## config.mk

```make
export PLATFORM = sky130hd
export DESIGN_NAME = seq_stream_ctrl
export DESIGN_NICKNAME = d
export VERILOG_FILES = /design/src/rtl/seq_stream_ctrl.sv
export SDC_FILE = /design/constraint.sdc
export NUM_CORES = 1
export LEC_CHECK = 0
export ABC_AREA = 1
export CAP_MARGIN = 20
export CORE_MARGIN = 1
export CORE_UTILIZATION = 25
export CTS_BUF_LIST = sky130_fd_sc_hd__clkbuf_8
export DETAILED_ROUTE_END_ITERATION = 8
export PLACE_DENSITY = 0.43
export SYNTH_ARGS = -nofsm -noshare
export SYNTH_HDL_FRONTEND = slang
export SYNTH_SLANG_ARGS = --single-unit
```

## constraint.sdc

```tcl
create_clock -name clk -period 1.85 [get_ports clk]
set_input_delay 0.555 -clock clk [delete_from_list [all_inputs] [get_ports clk]]
set_output_delay 0.555 -clock clk [all_outputs]
set_load 0.05 [all_outputs]
```

## src/rtl/seq_stream_ctrl.sv

```systemverilog
// Word-to-serial sequencer for the mealy_overlap_10110 detector.
// Shifts each accepted word MSB-first and reports hit count and first-hit index.
module seq_stream_ctrl #(
    parameter  int WORD_W = 8,
    parameter  int CNT_W  = 4,
    localparam int POS_W  = $clog2(WORD_W) + 1
) (
    input  logic              clk,
    input  logic              rst,
    input  logic              in_valid,
    input  logic [WORD_W-1:0] in_data,
    output logic              in_ready,
    output logic              det_rst,
    output logic              det_data_in,
    input  logic              det_data_out,
    output logic              out_valid,
    output logic [CNT_W-1:0]  out_count,
    output logic [POS_W-1:0]  out_first,
    input  logic              out_ready
);

    typedef enum logic [1:0] {
        IDLE,
        SHIFT,
        DONE
    } state_t;

    localparam logic [CNT_W-1:0] CNT_MAX = '1;
    localparam logic [POS_W-1:0] NO_HIT  = POS_W'(WORD_W);
    localparam logic [POS_W-1:0] LAST    = POS_W'(WORD_W - 1);

    state_t              state_q;
    logic [WORD_W-1:0]   sr_q;
    logic [POS_W-1:0]    idx_q;
    logic [CNT_W-1:0]    cnt_q;
    logic [CNT_W-1:0]    cnt_d;
    logic [POS_W-1:0]    first_q;
    logic [POS_W-1:0]    first_d;
    logic                in_ready_q;
    logic                det_rst_q;
    logic                out_valid_q;
    logic [CNT_W-1:0]    out_count_q;
    logic [POS_W-1:0]    out_first_q;

    // Detector output is Mealy: fold the current bit's hit in before the edge.
    always_comb begin
        cnt_d   = cnt_q;
        first_d = first_q;
        if (det_data_out) begin
            if (cnt_q != CNT_MAX) begin
                cnt_d = cnt_q + 1'b1;
            end
            if (first_q == NO_HIT) begin
                first_d = idx_q;
            end
        end
    end

    always_ff @(posedge clk) begin
        if (rst) begin
            state_q     <= IDLE;
            sr_q        <= '0;
            idx_q       <= '0;
            cnt_q       <= '0;
            first_q     <= NO_HIT;
            in_ready_q  <= 1'b1;
            det_rst_q   <= 1'b1;
            out_valid_q <= 1'b0;
            out_count_q <= '0;
            out_first_q <= NO_HIT;
        end else begin
            unique case (state_q)
                IDLE: begin
                    if (in_valid && in_ready_q) begin
                        sr_q       <= in_data;
                        idx_q      <= '0;
                        cnt_q      <= '0;
                        first_q    <= NO_HIT;
                        in_ready_q <= 1'b0;
                        det_rst_q  <= 1'b0;
                        state_q    <= SHIFT;
                    end
                end
                SHIFT: begin
                    cnt_q   <= cnt_d;
                    first_q <= first_d;
                    sr_q    <= sr_q << 1;
                    idx_q   <= idx_q + 1'b1;
                    if (idx_q == LAST) begin
                        state_q     <= DONE;
                        det_rst_q   <= 1'b1;
                        out_valid_q <= 1'b1;
                        out_count_q <= cnt_d;
                        out_first_q <= first_d;
                    end
                end
                DONE: begin
                    if (out_ready) begin
                        out_valid_q <= 1'b0;
                        in_ready_q  <= 1'b1;
                        state_q     <= IDLE;
                    end
                end
                default: state_q <= IDLE;
            endcase
        end
    end

    // After WORD_W shifts the register is all zero, so its MSB is 0 outside SHIFT.
    assign det_data_in = sr_q[WORD_W-1];
    assign in_ready    = in_ready_q;
    assign det_rst     = det_rst_q;
    assign out_valid   = out_valid_q;
    assign out_count   = out_count_q;
    assign out_first   = out_first_q;

endmodule

```

# Word-level counts from Yosys, hierarchy flattened
# Cells that the tools add are included.
# W data, S select, Z words.
[word_totals]
out_inout_bits = 12
word_cells = 53
mem_bits_ro = 0
in_bits = 13
latch_bits = 0
regBits = 33
ram_bits = 0
n_memories = 0
[classes]
mul = 0
n_addsub = 2
eq_ne = 8
n_shift = 0
n_div = 0
n_bitwise = 0
order_cmp = 0
mux = 22
reduce_logical = 11
[ops]
columns = ["operator", "n"]
rows = [
  ["$mux W4", 6],
  ["$pmux W4 S2", 3],
  ["$pmux W8 S2", 1],
  ["$reduce_and A3 Y1", 4],
  ["$add A4 B1 Y4 const B", 2],
  ["$mux W8", 1],
  ["$mux W2", 3],
  ["$ne A2 B2 Y1 const B", 3],
  ["$pmux W1 S2", 3],
  ["$pmux W2 S3", 1],
  ["$reduce_bool A2 Y1", 3],
  ["$eq A4 B3 Y1 const B", 1],
  ["$eq A4 B4 Y1 const B", 1],
  ["$mux W1", 4],
  ["$ne A4 B4 Y1 const B", 1],
  ["$reduce_and A2 Y1", 2],
  ["$eq A2 B1 Y1 const B", 1],
  ["$eq A2 B2 Y1 const B", 1],
  ["$logic_not A2 Y1", 1],
  ["$logic_and A1 B1 Y1", 1],
]

# Longest topological paths before layout
# Gate-level depths: netlist (run 1).
[depth]
word_depth = 4
ltp_mapped = 8
mapped_depth_nobuf = 8

# Worst setup path after synthesis (run 1)
# No wires, ideal clock.
[synth_path]
path_type = "reg2reg"
startpoint = "register in_ready_q (netlist: in_ready)"
endpoint = "register first_q[0]"
setup_ns = 0.070
setup_slack_ns = 0.482
period_less_slack_ns = 1.368
t_arrival_ns = 1.298
stages_incl_launch_ff = 6
path_buffers = 1
path_cell_list = "dfxtp_1 > nand3_2 > nand2_4 > buf_8 > nand3_2 > a21oi_1"
[synth_between]
elab_chain_len = 3
[synth_lines]
columns = ["item", "line", "rtl"]
rows = [
  ["start, declared", "39", "logic in_ready_q;"],
  ["start signal, assigned", "66", "in_ready_q <= 1'b1;"],
  ["start signal, assigned", "79", "in_ready_q <= 1'b0;"],
  ["start signal, assigned", "100", "in_ready_q <= 1'b1;"],
  ["$logic_and A1 B1 Y1", "74", "if (in_valid && in_ready_q) begin"],
  ["$ne A2 B2 Y1 (no source line)", "-", ""],
  ["$reduce_and A2 Y1 (no source line)", "-", ""],
  ["end signal, assigned", "86", "first_q <= first_d;"],
  ["end, declared", "37", "logic [POS_W-1:0] first_q;"],
]
# Every way passes these cells.
# A chain may end at the register's enable or synchronous reset.

# Worst setup path in the final report (run 1)
[layout_path]
startpoint = "input port det_data_out"
endpoint = "register out_first_q[2] (netlist: out_first[2])"
[layout_between]
elab_chain_len = 1
[layout_lines]
columns = ["item", "line", "rtl"]
rows = [
  ["start, declared", "15", "input logic det_data_out,"],
  ["$mux W4", "49", "if (det_data_out) begin"],
  ["end signal, assigned", "94", "out_first_q <= first_d;"],
  ["end, declared", "43", "logic [POS_W-1:0] out_first_q;"],
]
# Every way passes these cells.

==> metrics, run 1 <==
fin crit share=81.23%; Die Y=82.07 um; Reg clk slew, reported paths=0.07 ns; # clock sinks=33; Ports=25; post-CTS sizing=0; Post-route DRC=0; Vias per Instance=4.455; final setup TNS=0 ns; Site Rows=28; Setup Buffers After CTS=0; Global Route Usage Sum=13.62%; Worst Hold Class=reg -> reg; core area=6061 um2; worst reg2reg path endpoint=out_first[1]$_SDFFE_PP0P_; Initial Utilization=26.45%; max_cap viols=0; die width=82.07 um; Hold WS=0.4693 ns; most common cell after layout, fill and taps aside=nand2_1; hold path cells=2; Worst slew margin=79.86%; CP Data Arrival Time=1.74 ns; Synthesized Nets=240; DR vias=1479; pwr dens=786.8 nW/um2; Final setup viols=0; crit end category=register; hold endpoint=out_valid$_SDFFE_PP0P_; Port Buf Inserts=24; initial antenna violation count=0; Total Power=1574 uW; Seq/Total Area, Yosys=41.22%; pre-CTS setup slack=0.05325 ns; Area Growth Syn to Fin=24.82%; Yosys reg bits=33; clk buf depth=2; warning count from the yosys run=0; die footprint=6735 um2; vias in the first global route=1406; Yosys cell types=28; CP max FO=6; design area=2001 um2; R2R cell count=7; critical path class=in -> reg; Setup crit start kind=input port; instance area at placement=1921 um2; Worst-Margin Slew=0.3017 ns; first-pass GRT wire length=6.713 mm; Final ANT Viol Nets=0; Skew-Pair Late Insertion Delay=0.28 ns; Syn Inst Count=225; syn_area_per_cell=7.123 um2; Hold Vio Cnt, Final=0; Clock Skew=0.005533 ns; clock root buffer=clkbuf_8; RSZ-0062 raised after global routing=false; Critical Path RT=2.08 ns; worst setup margin=0.3472 ns; ratio of cells with drive above 1 in the final layout=15.18%; largest net degree at the start of global routing=19; outcome=completed; total routed wirelength=3.980 mm; hold_sp=out_valid$_SDFFE_PP0P_; most frequent cells in the layout=nand2_1 (72), dfxtp_1 (33), nand3_1 (23); TritonCTS clock tree=built; maximum VDD drop=0.2477 mV; number of CTS-inserted buffers=5; Slew Limit Fails=0; DRT Pass-1 Iters=4; hpwl dp=2.762 mm; Final #Nets=271; Cell Area, Synth=1603 um2; cts hold-fix bufs=0; ant diodes=0; final critical-path required period=1.503 ns; GPL Wtd Cong=0.7611; leakage power figure=0.0009175 uW; GRT overflow=0; 1st-iter DRT viols=66; fmax=0.6654 GHz; wire per inst=11.99 um; Critical R2R Launch=idx_q[1]$_SDFFE_PP0P_; flop2flop setup slack=0.37 ns; H-tree lvl count=2
## flip-flops by register name, indices dropped and copies added, names as in the netlist, 2 cells and up
signal / flops
out_first: 4
first_q: 4
sr_q: 8
state_q: 2
cnt_q: 4
idx_q: 4
out_count: 4
## cells in the mapped netlist
master | n | area [um2]
o21ai_1 | 6 | 30.03
nor2_2 | 1 | 6.260
o21bai_1 | 1 | 7.510
buf_2 | 2 | 10.01
nand4_1 | 3 | 18.77
nor2_4 | 1 | 11.26
buf_8 | 1 | 15.01
nand3_1 | 23 | 115.1
ha_1 | 2 | 25.02
inv_6 | 1 | 8.760
inv_1 | 17 | 63.81
nand3_2 | 5 | 50.05
clkbuf_1 | 2 | 7.510
buf_4 | 2 | 15.01
inv_2 | 2 | 7.510
o31ai_1 | 1 | 7.510
dfxtp_1 | 33 | 660.6
nor2_8 | 2 | 40.04
nor2_1 | 20 | 75.07
clkinv_1 | 1 | 3.750
a21oi_1 | 18 | 90.09
nand3b_1 | 1 | 7.510
o21ai_0 | 4 | 20.02
nand2_1 | 72 | 270.3
o211ai_1 | 1 | 7.510
nand2_2 | 1 | 6.260
buf_6 | 1 | 11.26
nand2_4 | 1 | 11.26
## worst max-delay path by stage
stage / from / cells after the start / endpoint / slack [ns]
6_report: det_data_out / 7 / out_first[2]$_SDFFE_PP0P_ / 0.35
2_1_floorplan: in_ready$_SDFFE_PP1P_ / 5 / first_q[0]$_SDFFE_PP0P_ / 0.48
3_3_place_gp: det_data_out / 7 / out_first[2]$_SDFFE_PP0P_ / 0.05
4_1_cts: det_data_out / 7 / out_first[2]$_SDFFE_PP0P_ / 0.35
3_5_place_dp: det_data_out / 7 / out_first[2]$_SDFFE_PP0P_ / 0.05
5_1_grt: idx_q[1]$_SDFFE_PP0P_ / 7 / out_first[0]$_SDFFE_PP0P_ / 0.20
## worst max-delay path: stages
cell and delay, ns:
clkdlybuf4s50_1 0.59, nand3_1 0.15, nor2_4 0.19, nand2_1 0.07
nand3_1 0.08, nand2_1 0.05, inv_1 0.04
## routing by layer
layer	global-route usage (%)	vias to the layer above	routed length (um)
met5	0	-	0
met4	6.491	0	73
met1	16.77	668	1919
li1	-	783	-
met2	21.74	21	1852
met3	3.778	7	134
## through the flow
stage               std cells  util [%]
CTS                       332     33.01
global placement          324     31.69
global route              332     33.01
detailed placement        324     31.69
finish                    332     33.01
floorplan                 225         -
## cell families (layout without fill, tap and decap cells)
family / count (synthesis) / in the layout / share of synthesized area [%]
compound gates: 31 / 31 / 10.15
fa+ha+maj: 2 / 2 / 1.561
buf+inv: 29 / 61 / 8.899
flops: 33 / 33 / 41.22
simple gates: 130 / 130 / 38.17
## power by group
group	switching (uW)	leakage, uW	internal, uW
clock	263	0.0000519	251
sequential	24.6	0.000269	746
combinational	181	0.000597	109
total	469	0.000917	1110
## layout make-up
cell class | count | area, um2
clock inverter | 3 | 11.26
inverter | 21 | 83.83
tap | 75 | 93.84
clock buffer | 5 | 68.82
multi-input combinational | 163 | 799.5
fill | 692 | 4060
timing repair buffer | 32 | 282.8
sequential | 33 | 660.6
Note: power is estimated with default switching activity, not from simulation.
==> run 2, diff against run 1 <==
==> constraint.sdc (replaced) <==
create_clock -name clk -period 1.4 [get_ports clk]
set_input_delay 0.42 -clock clk [delete_from_list [all_inputs] [get_ports clk]]
set_output_delay 0.42 -clock clk [all_outputs]
set_load 0.05 [all_outputs]
==> run 2 against run 1 <==
  * Power increased by 46%
  * Cell count increased by 2.4%
  * Wire length decreased by 0.28%
  * Critical path depth decreased by 1
  * Register-to-register slack got worse by 0.25 ns
  * Via count increased by 2.2%
  * First-iteration DRC count increased by 50%
  * Combinational power increased by 59%
  * Highest routed layer unchanged
  * Hold slack got worse by 0.0014 ns
  * Largest cell class unchanged
  * Die area unchanged
  * Core utilization increased by 4.7 points
==> metrics, run 2 (synthesis gave the netlist of run 1 again) <==
outcome=completed; H-tree lvl count=2 (unchanged); Ports=25 (unchanged); number of CTS-inserted buffers=5 (unchanged); Skew-Pair Late Insertion Delay=0.29 ns (about the same); Layout Cells excl Fill=340 (+2.4%); fin crit share=94.34%; ant diodes=0 (unchanged); Post-route DRC=0 (unchanged); DRT Pass-1 Iters=4 (unchanged); Multi-input gate area=819.5 um2 (+2.5%); die width=82.07 um (unchanged); Global Route Usage Sum=14.10% (+0.48 points); Top reg by flops=sr_q; Fillers=666 (-3.8%); maximum VDD drop=0.3201 mV (+29%); Initial Utilization=26.45% (unchanged); Worst slew margin=83.56% (+3.7 points); core area=6061 um2 (unchanged); largest net degree at the start of global routing=16 (-3); Vias per Instance=4.447 (-0.17%); Comb power frac=20.1% (+1.7 points); cts hold-fix bufs=0 (unchanged); Clock power frac=35.2% (+2.5 points); Clock Skew=0.007836 ns (+0.002303 ns); final critical-path required period=1.321 ns; pwr dens=1003 nW/um2 (+28%); Site Rows=28 (unchanged); CP Data Arrival Time=1.54 ns (-0.20 ns); leakage power figure=0.001016 uW (+11%); internal power=1641 uW (+48%); 1st-iter DRT viols=99 (+50%); # clock sinks=33 (unchanged); die footprint=6735 um2 (unchanged); GPL Wtd Cong=0.8042 (+5.7%); Port Buf Inserts=24 (unchanged); first-pass GRT wire length=6.955 mm (+3.6%); Final ANT Viol Nets=0 (unchanged); switching part of the total=28.38% (-1.4 points); Setup crit start kind=input port; most frequent cells in the layout=nand2_1 (72), dfxtp_1 (31), nand3_1 (22); sequential share of power=44.6% (-4.3 points); fmax=0.7571 GHz; clk buf depth=2 (unchanged); placed insts=331 (+2.2%); critical path class=in -> reg; ratio of cells with drive above 1 in the final layout=20.00% (+4.8 points); Die Y=82.07 um (unchanged); pre-CTS setup slack=-0.2167 ns (-0.2699 ns); GRT overflow=0 (unchanged); Critical Path Start=det_data_out; max reg flops=8 (unchanged); Worst-Margin Slew=0.2440 ns (-0.05773 ns); clock root buffer=clkbuf_8; register area=663.1 um2 (+0.38%); TritonCTS clock tree=built; max_cap viols=0 (unchanged); Worst Hold Class=reg -> reg; Hold Vio Cnt, Final=0 (unchanged); total routed wirelength=3.969 mm (-0.28%); Final #Nets=279 (+3.0%); wire per inst=11.67 um (-2.6%); worst setup margin=0.07925 ns (-0.2680 ns); final setup TNS=0 ns (unchanged); Reg clk slew, reported paths=0.07 ns (about the same); flop2flop setup slack=0.12 ns (-0.25 ns); Slew Limit Fails=0 (unchanged); most common cell after layout, fill and taps aside=nand2_1; initial antenna violation count=0 (unchanged); Area Growth Syn to Fin=42.47%; vias in the first global route=1508 (+7.3%); DR vias=1512 (+2.2%); Total Power=2291 uW (+46%); crit end category=register; Critical Path RT=1.62 ns (-0.46 ns); Critical R2R Launch=state_q[0]$_SDFFE_PP0P_; P_sw=650.1 uW (+39%); Final setup viols=0 (unchanged); hpwl dp=2.912 mm (+5.4%); hold_sp=sr_q[0]$_SDFFE_PP0P_; CP max FO=8 (+2); RSZ-0062 raised after global routing=false
==> run 2: worst max-delay path, cell delays in order <==
cell and delay [ns]:
clkdlybuf4s50_1 0.47, buf_6 0.13, nand2_1 0.07, o21ai_0 0.24
nand2_1 0.08, a21oi_1 0.12
==> run 2: final cells by class <==
class | count | share of cell area, %
timing repair buffer | 40 | 22.85
inverter | 21 | 3.671
multi-input combinational | 163 | 35.89
clock inverter | 1 | 0.2192
sequential | 33 | 29.04
tap | 75 | 4.110
clock buffer | 7 | 4.219
==> run 2: metrics by stage <==
step	hold slack [ns]	instance area (um2)	util (%)
floorplan	0.4391	1603	-
global placement	0.4502	2148	35.45
detailed placement	0.4585	2148	35.45
CTS	0.4709	2250	37.12
global route	0.4976	2283	37.68
finish	0.4679	2283	37.68
==> run 2: power groups by stage <==
stage,Clock (uW),Combinational [uW],Sequential (uW)
6_report,807,461,1020
5_1_grt,881,515,1030
4_1_cts,836,459,1020
3_5_place_dp,0,457,1040
3_3_place_gp,0,460,1040
2_1_floorplan,0,232,1070
==> run 2: final timing paths <==
path                          endpoint  cells past startpoint
max              cnt_q[2]$_SDFFE_PP0P_                      6
min               sr_q[0]$_SDFFE_PP0P_                      2
max reg2reg  out_first[3]$_SDFFE_PP1P_                      6
min reg2reg       sr_q[0]$_SDFFE_PP0P_                      2
==> run 2: timing repair <==
action                                  CTS  global route
endpoints found under the setup margin    0            11
hold endpoints to repair                  0             0
setup buffers                             0             1
resized for setup                         0             6
==> run 2: metal layers <==
layer	GRT usage, %	vias to the layer above	wire (um)
li1	-	804	-
met1	17.37	679	1969
met2	22.56	23	1809
met3	4.333	6	118
met4	5.965	0	72
met5	0	-	0
==> run 3, diff against run 2 <==
--- a/config.mk
+++ b/config.mk
@@ -7,11 +7,14 @@
 export LEC_CHECK = 0
 export ABC_AREA = 1
 export CAP_MARGIN = 20
+export CORE_ASPECT_RATIO = 0.9
 export CORE_MARGIN = 1
 export CORE_UTILIZATION = 25
 export CTS_BUF_LIST = sky130_fd_sc_hd__clkbuf_8
 export DETAILED_ROUTE_END_ITERATION = 8
+export MAX_ROUTING_LAYER = met4
 export PLACE_DENSITY = 0.43
+export SLEW_MARGIN = 20
 export SYNTH_ARGS = -nofsm -noshare
 export SYNTH_HDL_FRONTEND = slang
 export SYNTH_SLANG_ARGS = --single-unit
==> run 3 against run 2 <==
  * Cell count up 4.7%
  * Clock-buffer cell count is 2 lower
  * Worst setup slack better by 0.0017 ns
  * Clock skew shrank 0.0056 ns
  * Largest cell class unchanged
  * Highest routed layer unchanged
  * Sequential power about the same
  * Cell area is 0.60% lower
  * Core utilization is 0.76 points lower
  * Register-to-register slack lost 0.02 ns
  * Non-clock buffer count rose by 3
==> metrics, run 3 (synthesis gave the netlist of run 1 again) <==
DR vias=1505 (-0.46%); final critical-path required period=1.319 ns (-0.001716 ns); fin crit share=94.22% (-0.12 points); hpwl dp=2.821 mm (-3.1%); Final #Nets=283 (+1.4%); CP Data Arrival Time=0.90 ns (-0.64 ns); Global Route Usage Sum=13.50% (-0.61 points); initial antenna violation count=0 (unchanged); die footprint=6736 um2 (about the same); instance area at placement=2173 um2 (+1.2%); design area=2270 um2 (-0.60%); Multi-input gate area=805.8 um2 (-1.7%); register area=660.6 um2 (-0.38%); first-pass GRT wire length=6.851 mm (-1.5%); Initial Utilization=26.07% (-0.38 points); wire per inst=11.04 um (-5.4%); core area=6148 um2 (+1.4%); TritonCTS clock tree=built; clk buf depth=2 (unchanged); Setup crit start kind=register; Fillers=689 (+3.5%); critical path class=reg -> out; total routed wirelength=3.931 mm (-0.96%); Top reg by flops=sr_q; Final ANT Viol Nets=0 (unchanged); maximum VDD drop=0.3696 mV (+15%); Hold Vio Cnt, Final=0 (unchanged); Ports=25 (unchanged); pwr dens=951.9 nW/um2 (-5.1%); pre-CTS setup slack=-0.2622 ns (-0.04556 ns); Worst Hold Class=reg -> reg; 1st-iter DRT viols=48 (-52%); Reg clk slew, reported paths=0.07 ns (about the same); ant diodes=0 (unchanged); fmax=0.7581 GHz (+0.13%); Final setup viols=0 (unchanged); CP top delay family=flip-flops; H-tree lvl count=2 (unchanged); placed insts=346 (+4.5%); slowest cell on the critical path=dfxtp_1; Vias per Instance=4.228 (-4.9%); Critical Path Start=in_ready$_SDFFE_PP1P_; Worst-Margin Slew=0.2798 ns (+0.03580 ns); Post-route DRC=0 (unchanged); clock root buffer=clkbuf_8; number of CTS-inserted buffers=5 (unchanged); hold path cells=2 (unchanged); R2R cell count=7 (+1); largest net degree at the start of global routing=16 (unchanged); leakage power figure=0.001032 uW (+1.5%); worst setup margin=0.08097 ns (+0.001716 ns); Area Growth Syn to Fin=41.61%; Critical path buffers and inverters=1 (-1); Site Rows=27 (-3.6%); Layout Cells excl Fill=356 (+4.7%); GPL Wtd Cong=0.7227 (-10%); final setup TNS=0 ns (unchanged); vias in the first global route=1500 (-0.53%); GRT overflow=0 (unchanged); DRT Pass-1 Iters=4 (unchanged); Skew-Pair Late Insertion Delay=0.28 ns (about the same); Die Y=77.96 um (-5.0%); cts hold-fix bufs=0 (unchanged); max_cap viols=0 (unchanged); ratio of cells with drive above 1 in the final layout=18.96% (-1.0 points); crit end category=output pin; Critical R2R Launch=idx_q[0]$_SDFFE_PP0P_; Slew Limit Fails=0 (unchanged); hold_sp=sr_q[0]$_SDFFE_PP0P_; critical path, cell by cell=buf_12; Total Power=2160 uW (-5.7%); Worst slew margin=81.32% (-2.2 points); outcome=completed; Critical Path RT=0.98 ns (-0.64 ns); CP max FO=4 (-4); RSZ-0062 raised after global routing=false; max incr delay on CP=0.44 ns (-0.03 ns); most frequent cells in the layout=nand2_1 (72), dfxtp_1 (33), nand3_1 (23); Port Buf Inserts=24 (unchanged); most common cell after layout, fill and taps aside=nand2_1; die width=86.40 um (+5.3%); Clock Skew=0.002280 ns (-0.005556 ns); # clock sinks=33 (unchanged); CP Depth=1 (-5); max reg flops=8 (unchanged)
==> run 3: cell count changes in the layout (fill, tap and decap cells not counted), sizes merged <==
cell,previous run,this run
buf,28,31
clkdlybuf4s50,12,11
clkinv,2,1
inv,20,23
dlymetal6s2s,0,1
nand2,74,75
clkbuf,7,5
==> run 3: layout make-up <==
type / instances / share of cell area [%]
clock buffer: 5 / 3.032
inverter: 21 / 3.693
multi-input combinational: 164 / 35.50
sequential: 33 / 29.11
clock inverter: 3 / 0.4961
timing repair buffer: 43 / 23.37
tap: 87 / 4.796
==> run 3: worst reg2reg max path: stages, from the launching register on <==
cell and delay (ns):
dfxtp_1 0.33, ha_1 0.22, nand3_2 0.17, nor2_8 0.24
nand2_2 0.12, nand2_1 0.07, nand2_1 0.05, inv_1 0.04
==> run 3: power breakdown <==
group	switching (uW)	total, uW	internal (uW)	leakage [uW]
logic	255	464	209	0.000711
clock network	348	679	331	0.0000519
registers	31.6	1020	986	0.000269
total	634	2160	1530	0.00103
==> run 3: stage by stage <==
stage	hold WS, ns	util (%)
2_1_floorplan	0.4391	-
3_3_place_gp	0.4506	35.35
3_5_place_dp	0.4600	35.35
4_1_cts	0.4707	36.65
5_1_grt	0.4960	36.91
6_report	0.4652	36.91
==> run 3: path summary, 6_finish.rpt <==
kind,slack [ns],to
hold / removal,0.47,sr_q[0]$_SDFFE_PP0P_
setup / recovery,0.08,in_ready
setup reg to reg,0.10,out_first[1]$_SDFFE_PP0P_
hold reg to reg,0.47,sr_q[0]$_SDFFE_PP0P_
==> run 3: what timing repair did <==
item / 4_1_cts / 5_1_grt
endpoints found under the setup margin: 0 / 12
gates resized for setup: 0 / 2
setup buffers: 0 / 1
==> run 3: metal layers <==
layer	wire length [um]	GRT usage (%)	vias to the layer above
met5	0	-	-
met4	57	5.000	0
met3	111	2.979	7
met1	1990	17.12	667
li1	-	-	814
met2	1771	20.95	17
